--- src/rtl/sbox_arbiter.sv ---
// Shares one SBOX lookup unit between the key-expansion (KE) and datapath (DP) requesters.
// Round-robin or KE-priority arbitration with burst locks; results are routed back by tag.
module sbox_arbiter #(
    parameter int SBOX_LAT = 1,
    parameter int KE_PRIO  = 0,
    parameter int MAX_LOCK = 16
) (
    input  logic       clk,
    input  logic       rst_n,
    input  logic       ke_req,
    input  logic       ke_lock,
    input  logic [7:0] ke_byte,
    input  logic       ke_en_de,
    output logic       ke_gnt,
    output logic       ke_rvalid,
    output logic [7:0] ke_rdata,
    input  logic       dp_req,
    input  logic       dp_lock,
    input  logic [7:0] dp_byte,
    input  logic       dp_en_de,
    output logic       dp_gnt,
    output logic       dp_rvalid,
    output logic [7:0] dp_rdata,
    output logic [7:0] sbox_in,
    output logic       sbox_en_de_in,
    output logic       ce,
    output logic       re,
    input  logic [7:0] sbox_out
);

    localparam logic [7:0] MAX_CNT = 8'(MAX_LOCK);

    logic                lock_vld;
    logic                lock_ke;
    logic [7:0]          lock_cnt;
    logic                last_ke;
    logic [SBOX_LAT-1:0] vld_pipe;
    logic [SBOX_LAT-1:0] ke_pipe;

    logic ke_win, dp_win, lock_hold, other_req, gnt_any, gnt_lock;

    always_comb begin
        ke_win    = 1'b0;
        dp_win    = 1'b0;
        other_req = 1'b0;
        lock_hold = lock_vld && (lock_ke ? ke_req : dp_req);
        if (lock_hold) begin
            other_req = lock_ke ? dp_req : ke_req;
            // A saturated lock yields to a waiting requester for one grant.
            if (lock_cnt == MAX_CNT && other_req) begin
                ke_win = !lock_ke;
                dp_win = lock_ke;
            end else begin
                ke_win = lock_ke;
                dp_win = !lock_ke;
            end
        end else if (ke_req && !dp_req) begin
            ke_win = 1'b1;
        end else if (dp_req && !ke_req) begin
            dp_win = 1'b1;
        end else if (ke_req && dp_req) begin
            if (KE_PRIO != 0 || !last_ke) ke_win = 1'b1;
            else                          dp_win = 1'b1;
        end
    end

    assign ke_gnt   = rst_n & ke_win;
    assign dp_gnt   = rst_n & dp_win;
    assign gnt_any  = ke_gnt | dp_gnt;
    assign gnt_lock = ke_gnt ? ke_lock : dp_lock;

    always_comb begin
        sbox_in       = 8'h00;
        sbox_en_de_in = 1'b1;
        if (ke_gnt) begin
            sbox_in       = ke_byte;
            sbox_en_de_in = ke_en_de;
        end else if (dp_gnt) begin
            sbox_in       = dp_byte;
            sbox_en_de_in = dp_en_de;
        end
    end

    assign ce = gnt_any;
    assign re = gnt_any;

    always_ff @(posedge clk) begin
        if (!rst_n) begin
            lock_vld <= 1'b0;
            lock_ke  <= 1'b0;
            lock_cnt <= 8'd0;
            last_ke  <= 1'b0;
        end else if (gnt_any) begin
            last_ke <= ke_gnt;
            if (gnt_lock) begin
                lock_vld <= 1'b1;
                lock_ke  <= ke_gnt;
                if (lock_vld && lock_ke == ke_gnt)
                    lock_cnt <= (lock_cnt >= MAX_CNT) ? MAX_CNT : lock_cnt + 8'd1;
                else
                    lock_cnt <= 8'd1;
            end else begin
                lock_vld <= 1'b0;
                lock_cnt <= 8'd0;
            end
        end else begin
            lock_vld <= 1'b0;
            lock_cnt <= 8'd0;
        end
    end

    // Tag shift register: stage SBOX_LAT-1 lines up with sbox_out.
    always_ff @(posedge clk) begin
        if (!rst_n) begin
            vld_pipe <= '0;
            ke_pipe  <= '0;
        end else begin
            vld_pipe[0] <= gnt_any;
            ke_pipe[0]  <= ke_gnt;
            for (int i = 1; i < SBOX_LAT; i++) begin
                vld_pipe[i] <= vld_pipe[i-1];
                ke_pipe[i]  <= ke_pipe[i-1];
            end
        end
    end

    assign ke_rvalid = rst_n & vld_pipe[SBOX_LAT-1] & ke_pipe[SBOX_LAT-1];
    assign dp_rvalid = rst_n & vld_pipe[SBOX_LAT-1] & ~ke_pipe[SBOX_LAT-1];
    assign ke_rdata  = ke_rvalid ? sbox_out : 8'h00;
    assign dp_rdata  = dp_rvalid ? sbox_out : 8'h00;

endmodule
--- config.mk ---
export PLATFORM = sky130hd
export DESIGN_NAME = sbox_arbiter
export DESIGN_NICKNAME = d
export VERILOG_FILES = /design/src/rtl/sbox_arbiter.sv
export SDC_FILE = /design/constraint.sdc
export NUM_CORES = 1
export LEC_CHECK = 0
export CAP_MARGIN = 20
export CORE_ASPECT_RATIO = 1.1
export CORE_MARGIN = 5
export CORE_UTILIZATION = 39
export DETAILED_ROUTE_END_ITERATION = 16
export PLACE_DENSITY = 0.93
export SLEW_MARGIN = 15
export SYNTH_ARGS = -nofsm -noshare
export SYNTH_HDL_FRONTEND = slang
export SYNTH_SLANG_ARGS = --single-unit
--- constraint.sdc ---
create_clock -name clk -period 3.8 [get_ports clk]
set_input_delay 0.76 -clock clk [delete_from_list [all_inputs] [get_ports clk]]
set_output_delay 0.76 -clock clk [all_outputs]
set_load 0.02 [all_outputs]
# After elaboration in Yosys (flattened, before gate mapping)

Index checks and enable logic that the tools add are counted.

Add/sub/neg operators: 1
Shift-type cells: 0
Muxes and demuxes: 24
Div/mod/pow operators: 0
Reductions and logical operators: 14
Multipliers: 0
Bitwise operators: 11
Equal/unequal tests: 2
Order comparisons: 1

Operators by type and width:

| operator                                                           | count |
|---|---|
| 2-to-1 mux 8 bit                                                   | 4 |
| 2-to-1 mux 1 bit                                                   | 19 |
| adder 8 x 1 -> 8 bit (second input constant)                       | 1 |
| == test 8 x 5 -> 1 bit (second input constant)                     | 1 |
| greater-or-equal comparator 8 x 5 -> 1 bit (second input constant) | 1 |
| logical AND 1 bit                                                  | 6 |
| AND 1 bit                                                          | 5 |
| 2-to-1 mux 5 bit                                                   | 1 |
| inverter 1 bit                                                     | 5 |
| OR reduction 5 bit                                                 | 1 |
| AND reduction 2 bit                                                | 2 |
| AND reduction 4 bit                                                | 1 |
| logical NOT 1 bit                                                  | 3 |
| AND reduction 3 bit                                                | 1 |
| == test 1 bit                                                      | 1 |
| OR 1 bit                                                           | 1 |

Memory bits (read-only): 0
Memories: 0
Bits in registers: 13
Output and inout bits: 31
Latch bits: 0
Bits in writable memories: 0
Word-level logic and storage cells: 61
Input bits: 32

# Logic depth before layout (Yosys ltp)

Depth in word-level cells: 10
Mapped depth: 8

# Least setup slack after synthesis

Ideal clock, no wire load.

Kind: input to output
Start: in ke_req
End: out re
Data required time: 3.040 ns
Stages: 7
Arrival time: 1.993 ns
Buffers on the path: 2
Path slack: 1.047 ns
Path through: buf_2 -> a21o_1 -> a22oi_1 -> a211oi_2 -> and2_4 -> or2_1 -> buf_4

Longest elaborated chain between the ends: 7

Ends and longest elaborated chain:

| element                                                | line   | source |
|---|---|---|
| start: declaration                                     | 10     | `input logic ke_req,` |
| logical AND 1 bit or logical NOT 1 bit (tied branches) | 61, 59 |  |
| 2-to-1 mux 1 bit or logical AND 1 bit (tied branches)  | 61, 59 |  |
| 2-to-1 mux 1 bit                                       | 59     | `end else if (dp_req && !ke_req) begin` |
| 2-to-1 mux 1 bit                                       | 57     | `end else if (ke_req && !dp_req) begin` |
| 2-to-1 mux 1 bit                                       | 47     | `if (lock_hold) begin` |
| AND 1 bit (on tied branches)                           | 67, 68 |  |
| OR 1 bit (*)                                           | 69     | `assign gnt_any = ke_gnt \| dp_gnt;` |
| end: declaration                                       | 27     | `output logic re,` |

Every way passes the cells marked *; elsewhere a longest branch is shown, timed or not.

# Worst setup path after layout

Start: in dp_req
End: out sbox_en_de_in

Longest elaborated chain between the ends: 8

Ends and longest elaborated chain:

| element              | line | source |
|---|---|---|
| start: declaration   | 17   | `input logic dp_req,` |
| logical AND 1 bit    | 61   | `end else if (ke_req && dp_req) begin` |
| 2-to-1 mux 1 bit     | 61   |  |
| 2-to-1 mux 1 bit     | 59   |  |
| 2-to-1 mux 1 bit     | 57   |  |
| 2-to-1 mux 1 bit     | 47   |  |
| AND 1 bit            | 68   | `assign dp_gnt = rst_n & dp_win;` |
| 2-to-1 mux 1 bit     | 78   | `end else if (dp_gnt) begin` |
| 2-to-1 mux 1 bit (*) | 75   | `if (ke_gnt) begin` |
| end: declaration     | 25   | `output logic sbox_en_de_in,` |

Marks and branches as above.

==> flow_metrics.tcl <==
set metrics [dict create \
    ys_types 46 \
    ys.flop_type "dfxtp_1" \
    dr_total_vias 1093 \
    synth_most_common_cell "and2_1" \
    path_clk_slew_ns 0.07 \
    cts.sinks 13 \
    antenna_found_initial 0 \
    criticalPathCategory "input pin to output pin" \
    nNetsFinal 215 \
    start_kind "input pin" \
    cap_viol_max_count 0 \
    drive_gt1_share_pct 11.7 \
    cts_root_buf "clkbuf_4" \
    gr-total-overflow 0 \
    reg2reg_to "vld_pipe" \
    hp-start "last_ke" \
    seqPwrFrac_pct 38.7 \
    track_usage_pct 17.2 \
    syn_avg_cell_area_um2 8.52 \
    setup_violations 0 \
    first_pass_iters 4 \
    yosysTopAreaCellShare_pct 26.8 \
    cts-buffers-inserted 3 \
    status "completed" \
    min_to "last_ke" \
    r2r_slack_ns 1.81 \
    peakVddDrop_uv 170 \
    rr_worst_depth 8 \
    grt_pass1_wl_um 4930 \
    tns_ns 0 \
    max_freq_mhz 270 \
    synthTopCellsByCount "and2_1, dfxtp_1, a22o_1" \
    period_share_pct 97.5 \
    power_density_nw_per_um2 241 \
    row_count 19 \
    hold_ws_ns 0.501 \
    ant_nets 0 \
    maxSlewViolCount 0 \
    die_h_um 62.3 \
    cts_repair_resize_count 0 \
    area_growth_syn_to_layout_pct 70.5 \
    hold_depth 2 \
    cellLeakagePower_nw 0.669 \
    cp.arrival_ns 2.94 \
    yosys.area.top_type "dfxtp_1" \
    internal-power_uw 276 \
    min_path_type "register to register" \
    dp_hpwl_um 2540 \
    drc 0 \
    switchingPower_uw 123 \
    diodes 0 \
    hold_violations 0 \
    cts_tree "built" \
    post_drt_wl_per_cell_um 14.3 \
    synth_area_um2 971 \
    p_comb_share_pct 41.0 \
    die_w_um 57.6 \
    rsz0062_at_grt "false" \
    clock_path_buffers 2 \
    regToRegStartpoint "lock_cnt[0]" \
    first_iter_violations 25 \
    htree_levels 1 \
    ys_top_cells_by_area "dfxtp_1, and2_1, a22o_1" \
    hold_buffers 0 \
    post_cts_buffers 0 \
    crit_path_max_fanout 12 \
    gp_congestion 0.943 \
    clk_latency_ns 0.27 \
    ys_seq_area_share_pct 26.8 \
    syn_inst 114 \
    vias_per_cell 5.18 \
    grt_max_degree 13 \
    p_clk_share_pct 20.3 \
    grt_pass1_vias 1074 \
    io_pins 63 \
    fin_skew_ns 0.00562 \
    ys_async_sr_fraction_pct 0 \
    core-area_um2 2450 \
    switching_share_pct 30.8 \
    crit_required_ns 3.04 \
    ys_ff_latch 13 \
    finalCriticalPeriod_ns 3.70 \
    dieArea_um2 3590 \
    portBuffers 62 \
    initial_utilization_pct 39.7 \
    synth_edf_count 0 \
    wirelength_um 3020 \
    ys_warn_count 0 \
    endpoint_kind "output pin" \
]
-- cells in the final DEF, fill, tap and decap left out, types with 4 or more instances in the layout --
cell type	netlist	routed
clkdlybuf4s50_1	0	62
and2_1	19	19
inv_1	5	5
nand2_1	7	7
nor2_1	7	7
a22o_1	8	8
nand3_1	4	4
buf_4	1	6
dfxtp_1	13	13
-- power by group through the flow --
stage / logic, mW / registers [mW] / clock network, mW
2_1_floorplan: 0.0867 / 0.151 / 0
3_3_place_gp: 0.160 / 0.157 / 0
3_5_place_dp: 0.164 / 0.157 / 0
4_1_cts: 0.164 / 0.154 / 0.0846
5_1_grt: 0.174 / 0.155 / 0.0926
6_report: 0.163 / 0.154 / 0.0810
-- stage by stage --
step                power [mW]  utilization (%)  cell area [um2]  cells  worst slack (ns)
floorplan                0.238                -              978    116              1.05
global placement         0.316             66.5             1630    207             0.126
detailed placement       0.321             66.5             1630    207            0.0976
CTS                      0.402             67.6             1660    211            0.0918
global route             0.421             67.6             1660    211           0.00310
finish                   0.398             67.6             1660    211            0.0954
-- routing by layer --
layer	routed length, um	vias up	track usage [%]
met5	0	-	0
met4	130	0	9.28
met3	266	15	4.76
met2	1570	63	31.5
met1	1050	483	16.9
li1	-	532	-
-- sequential cells by signal, indices dropped and copies added, names as in the netlist --
name / flops
lock_ke: 1
lock_cnt: 8
lock_vld: 1
last_ke: 1
vld_pipe: 1
ke_pipe: 1
-- kinds of logic after synthesis --
group	count (synthesis)	share of synthesized area [%]
AOI/OAI and AO/OA	23	19.3
muxes	1	1.03
other	1	0.386
buffers and inverters	13	7.47
xor gates and xnor gates	2	1.80
DFF	13	26.8
adders and majority gates	2	2.58
and+or+nand+nor	59	40.6
-- area by class of cell --
class                           instances  area, um2
Fill cell                             194        793
Timing Repair Buffer                   68        666
Multi-Input combinational cell         90        646
Sequential cell                        13        260
Tap cell                               31       38.8
Clock buffer                            4       26.3
Inverter                                5       18.8
-- critical path: stages --
cell,delay (ns)
clkdlybuf4s50_1,0.53
nand4b_2,0.20
nor4_4,0.37
nor4_4,0.06
buf_4,0.18
nor2b_1,0.14
a21oi_2,0.09
clkdlybuf4s50_1,0.61
-- worst max-delay path by stage --
stage          startpoint       endpoint  depth (start not counted)
2_1_floorplan      ke_req             re                          7
3_3_place_gp       dp_req  sbox_en_de_in                          8
3_5_place_dp       dp_req  sbox_en_de_in                          8
4_1_cts            dp_req  sbox_en_de_in                          8
5_1_grt            dp_req  sbox_en_de_in                          8
6_report           dp_req  sbox_en_de_in                          8
Note: power is estimated with default switching activity, not from simulation.
